--- src/rtl/column_hit_judge.sv ---
// Per-column hit judge: turns key press edges and the bottom-row light into HIT/MISS pulses plus score/combo.
// Optional macro COMBO_BONUS_EN: hits score 2 once the pre-hit combo reaches BONUS_THRESH.
module column_hit_judge #(
  parameter int SCORE_MAX    = 999,
  parameter int COMBO_MAX    = 99,
  parameter int BONUS_THRESH = 10
) (
  input  logic       clk,
  input  logic       rst_n,
  input  logic       bottomlight_i,
  input  logic       key_i,
  output logic       hit_o,
  output logic       miss_o,
  output logic [9:0] score_o,
  output logic [6:0] combo_o
);

  // state  | meaning
  // IDLE   | no note in the hit zone
  // ARMED  | note present, not yet judged
  // JUDGED | note hit, waiting for it to leave the zone
  typedef enum logic [1:0] {IDLE, ARMED, JUDGED} state_t;

`ifdef COMBO_BONUS_EN
  localparam logic BONUS_EN = 1'b1;
`else
  localparam logic BONUS_EN = 1'b0;
`endif

  localparam logic [9:0] SCORE_CAP = 10'(SCORE_MAX);
  localparam logic [6:0] COMBO_CAP = 7'(COMBO_MAX);
  localparam logic [7:0] BONUS_LVL = 8'(BONUS_THRESH);

  state_t      state_q, state_d;
  logic        key_q;
  logic        hit_q, hit_d;
  logic        miss_q, miss_d;
  logic [9:0]  score_q, score_d;
  logic [6:0]  combo_q, combo_d;
  logic        press;
  logic [10:0] inc;
  logic [10:0] score_sum;
  logic [7:0]  combo_sum;

  assign press = key_i & ~key_q;

  always_comb begin
    state_d = state_q;
    hit_d   = 1'b0;
    miss_d  = 1'b0;
    case (state_q)
      IDLE: begin
        if (bottomlight_i && press) begin
          state_d = JUDGED;
          hit_d   = 1'b1;
        end else if (bottomlight_i) begin
          state_d = ARMED;
        end else if (press) begin
          miss_d  = 1'b1;
        end
      end
      ARMED: begin
        // a press on the same cycle the light drops still counts as a hit
        if (press) begin
          state_d = JUDGED;
          hit_d   = 1'b1;
        end else if (!bottomlight_i) begin
          state_d = IDLE;
          miss_d  = 1'b1;
        end
      end
      JUDGED: begin
        if (!bottomlight_i) state_d = IDLE;
      end
      default: state_d = IDLE;
    endcase
  end

  // sums are one bit wider than the registers so clamping sees any overflow
  always_comb begin
    inc       = (BONUS_EN && ({1'b0, combo_q} >= BONUS_LVL)) ? 11'd2 : 11'd1;
    score_sum = {1'b0, score_q} + inc;
    combo_sum = {1'b0, combo_q} + 8'd1;
    score_d   = score_q;
    combo_d   = combo_q;
    if (hit_d) begin
      score_d = (score_sum > {1'b0, SCORE_CAP}) ? SCORE_CAP : score_sum[9:0];
      combo_d = (combo_sum > {1'b0, COMBO_CAP}) ? COMBO_CAP : combo_sum[6:0];
    end else if (miss_d) begin
      combo_d = '0;
    end
  end

  always_ff @(posedge clk or negedge rst_n) begin
    if (!rst_n) begin
      state_q <= IDLE;
      key_q   <= 1'b0;
      hit_q   <= 1'b0;
      miss_q  <= 1'b0;
      score_q <= '0;
      combo_q <= '0;
    end else begin
      state_q <= state_d;
      key_q   <= key_i;
      hit_q   <= hit_d;
      miss_q  <= miss_d;
      score_q <= score_d;
      combo_q <= combo_d;
    end
  end

  assign hit_o   = hit_q;
  assign miss_o  = miss_q;
  assign score_o = score_q;
  assign combo_o = combo_q;

endmodule
--- config.mk ---
export PLATFORM = sky130hd
export DESIGN_NAME = column_hit_judge
export DESIGN_NICKNAME = d
export VERILOG_FILES = /design/src/rtl/column_hit_judge.sv
export SDC_FILE = /design/constraint.sdc
export NUM_CORES = 1
export LEC_CHECK = 0
export BUFFER_PORTS_ARGS = -buffer_cell sky130_fd_sc_hd__buf_4
export CAP_MARGIN = 20
export CORE_ASPECT_RATIO = 0.6
export CORE_MARGIN = 2
export CORE_UTILIZATION = 50
export DETAILED_ROUTE_END_ITERATION = 10
export HOLD_SLACK_MARGIN = 0.15
export PLACE_DENSITY = 0.71
export SYNTH_ARGS = -nofsm -noshare
export SYNTH_HDL_FRONTEND = slang
export SYNTH_SLANG_ARGS = --single-unit
--- constraint.sdc ---
create_clock -name clk -period 5.04 [get_ports clk]
set_input_delay 1.008 -clock clk [delete_from_list [all_inputs] [get_ports clk]]
set_output_delay 1.008 -clock clk [all_outputs]
set_load 0.02 [all_outputs]
==> run summary <==
========================================================================================================
Outcome                                                                                        completed
Antenna violations before repair                                                                       0
Inserted Diodes                                                                                        0
Power per cell area                                                                          383 nW/um^2
Startpoint-to-endpoint class of the critical path                                           primary input to flop
Critical Path Sink Type                                                                             flop
Arrival time at the worst endpoint                                                               2550 ps
Post-CTS clock slew at the launch and capture registers of the worst setup and hold paths          80 ps
Worst Tran Pin Value                                                                              538 ps
Synthesized netlist cell count                                                                       138
Simple-gate portion of the synthesized area                                                        24.8%
Register area share after synthesis                                                                40.2%
Row cnt                                                                                               14
Met2 global-route usage                                                                            32.6%
Number of max-slew violations in the final report                                                      0
Crit path top cell by count                                                                        buf_4
Instance count after placement with tap cells included                                               189
Met1 Track Usage GR                                                                                31.0%
Synth Warn #                                                                                           0
Number of setup buffers added after CTS                                                                0
Mapped cell area                                                                               1370 um^2
Sequential cell fraction of total power                                                            43.4%
CP bufs+invs                                                                                           3
Fin. Hold Viols                                                                                        0
Dominant synthesized flop cell                                                                   dfrtp_1
Layout Area Growth over Synthesis                                                                  17.7%
Power Internal                                                                                0.000369 W
Layout cell share with drive strength beyond 1                                                     25.5%
First-pass GRT wire length                                                                       5.18 mm
Total wire length                                                                                3.16 mm
NetSw                                                                                         0.000248 W
Instance area after placement                                                                  1560 um^2
Count of H-tree levels built during CTS                                                                1
Synthesized-area fraction occupied by adder cells                                                  3.66%
Maximum frequency from static timing analysis                                                  0.416 GHz
Clock network fraction of total power                                                              20.9%
Flop and latch count out of synthesis                                                                 22
Die Wd                                                                                           71.5 um
Max-cap violations                                                                                     0
Number of I/O pins                                                                                    23
Floorplan Core Area                                                                            2560 um^2
Ratio of final minimum period to clock period                                                      47.7%
TritonCTS clock tree                                                                                done
Worst-path cell chain                                                                       buf_4, nand2b_1, nor2_1, o21ai_0, buf_4, clkinv_1, nand2_1, nor4_1, a311o_1
Via total after detailed routing                                                                    1191
Max Buffers Root-to-Sink                                                                               2
Startpoint types                                                                            primary input
Compound-cell area share of the yosys netlist                                                      24.1%
Met3 Resource Use GR                                                                               5.47%
Number of design rule violations left after detail routing                                             0
Die height                                                                                       44.5 um
Relative contribution of combinational cells to total power                                        35.7%
Post-synthesis mux area share                                                                     0.823%
Crit-path slowest cell                                                                           a311o_1
Total CTS buffers                                                                                      3
Kind of cell adding the most delay to the critical path                                     buffers and inverters
DR iter-0 viols                                                                                      102
Average wire length per cell after detail routing                                                16.4 um
Maximum cell stage delay along the critical path                                                  340 ps
Most common cell after layout, fill and taps aside                                                 buf_4
Final weighted congestion of routability-driven global placement                                   0.899
Maximum number of pins on one net before global-route repair                                          23
Worst IR drop on VDD                                                                            0.182 mV
Grt peak-use layer                                                                                  met2
Standby leakage power                                                                           0.717 nW
Combinational family with the most area after synthesis                                     simple AND/OR/NAND/NOR gates
Synthesized netlist net count                                                                        146
Switching share of total power                                                                     40.3%
Normalized max-slew margin                                                                         64.2%
Setup TNS after final layout                                                                        0 ps
Final design utilization                                                                           63.0%
DPL Wire Length                                                                                  2.32 mm
Count of buffers inserted at the top-level ports                                                      22
Post-synth EDFFs                                                                                       0
Detailed-routing iteration count for the pre-antenna-repair pass                                       4
Critical-path maximum fanout                                                                          11
Setup Skew                                                                                       3.41 ps
Count of instances resized after the clock tree is built                                               0
Number of hold buffers added after CTS                                                                 0
Post-DR vias/cell                                                                                   6.17
Number of endpoints failing setup at the final stage                                                   0
Buffer type at the clock tree root                                                              clkbuf_8
Synthesized area per cell                                                                      9.92 um^2
Vias in the first global route                                                                      1043
Classification of the worst-slack hold path                                                 flop to flop
Filler-free cell count of the finished design                                                        193
CTS Sinks                                                                                             22
Initial cell density of the core                                                                   53.5%
Unrepaired setup endpoints after global routing                                                       no
Required arrival time at the worst endpoint                                                      5190 ps
All-Layer GR Usage                                                                                 21.7%
Net count of the finished layout                                                                     170
Final instance area                                                                            1610 um^2
Later-pin clock latency in the skew report                                                        270 ps
Cell variety after synth                                                                              53
Time the final worst path needs with I/O delays and setup                                        2400 ps
Synth Area in XOR/XNOR                                                                             3.20%
Global route overflow                                                                                  0
Area enclosed by the die boundary                                                              3190 um^2
FFs w/ async S/R, synth                                                                             100%
Commonest non-fill, non-tap cells in the layout                                             buf_4 (23), dfrtp_1 (22), nor2_1 (10)
Remaining antenna violation count after routing                                                        0
========================================================================================================
power groups by stage:
stage                     clock network (W)  registers (W)  logic (W)
after global placement                    0       0.000266   0.000215
final                              0.000129       0.000268   0.000220
after floorplan                           0       0.000284   0.000124
after detailed placement                  0       0.000270   0.000220
after global routing               0.000136       0.000277   0.000243
after CTS                          0.000130       0.000267   0.000221
path summary, 6_finish.rpt:
kind                       startpoint          to  slack [ps]  cells after the start
min                        state_q[1]  state_q[1]         550                      1
max                             key_i  combo_o[4]        2640                      9
min reg2reg                state_q[1]  state_q[1]         550                      1
min in group asynchronous       rst_n  score_o[6]         620                      1
max reg2reg                combo_o[0]  combo_o[4]        2660                      6
max in group asynchronous       rst_n  combo_o[0]        4190                      1
final cells by class:
type | instances | area (um^2)
clock buffers | 4 | 55.1
fillers | 208 | 946
inverters | 5 | 18.8
multi-input cells | 107 | 774
flip-flops and latches | 22 | 551
well taps | 32 | 40.0
repair buffers | 23 | 173
through the flow:
stage          hold WS [ps]  power, W  worst slack [ps]
6_report                553  0.000617              2640
5_1_grt                 572  0.000656              2510
4_1_cts                 548  0.000619              2660
3_5_place_dp            536  0.000489              2380
3_3_place_gp            528  0.000481              2480
2_1_floorplan           495  0.000408              2830
registers in the layout (all words and copies together), names as in the netlist:
register  count
combo_o       7
key_q         1
miss_o        1
hit_o         1
state_q       2
score_o      10
synth_stat cells, types with 2 or more instances:
cell type  count  share of area, %
xor2_1         4               2.6
nor2_1        10               2.7
nand2_1        8               2.2
inv_1          4               1.1
or4_1          2               1.1
and3_1         2              0.91
a21o_1         3               1.6
nand4_1        3               1.4
nand2b_1       4               1.8
nor3_1         2              0.73
buf_2          2              0.73
a21oi_1        6               2.2
dfrtp_1       22                40
nand3_1        6               2.2
o21ai_0        8               2.9
and3_2         2               1.1
ha_1           4               3.7
and4_1         2               1.3
or3_1          2              0.91
a311oi_1       3               1.9
o31ai_1        5               2.7
nor2b_1        3               1.4
metal layers:
metal | wire (um) | vias to the layer above
li1 | - | 566
met1 | 1510 | 575
met2 | 1380 | 41
met3 | 212 | 9
met4 | 55 | 0
met5 | 0 | -
cells by family (layout without fill, tap and decap cells):
logic type                 after synthesis  count (layout)
muxes                                    1               1
buffers and inverters                    9              32
adders and majority gates                4               4
and+or+nand+nor                         57              57
AOI/OAI and AO/OA                       40              40
DFF                                     22              22
xor gates and xnor gates                 5               5
Note: power is estimated with default switching activity, not from simulation.
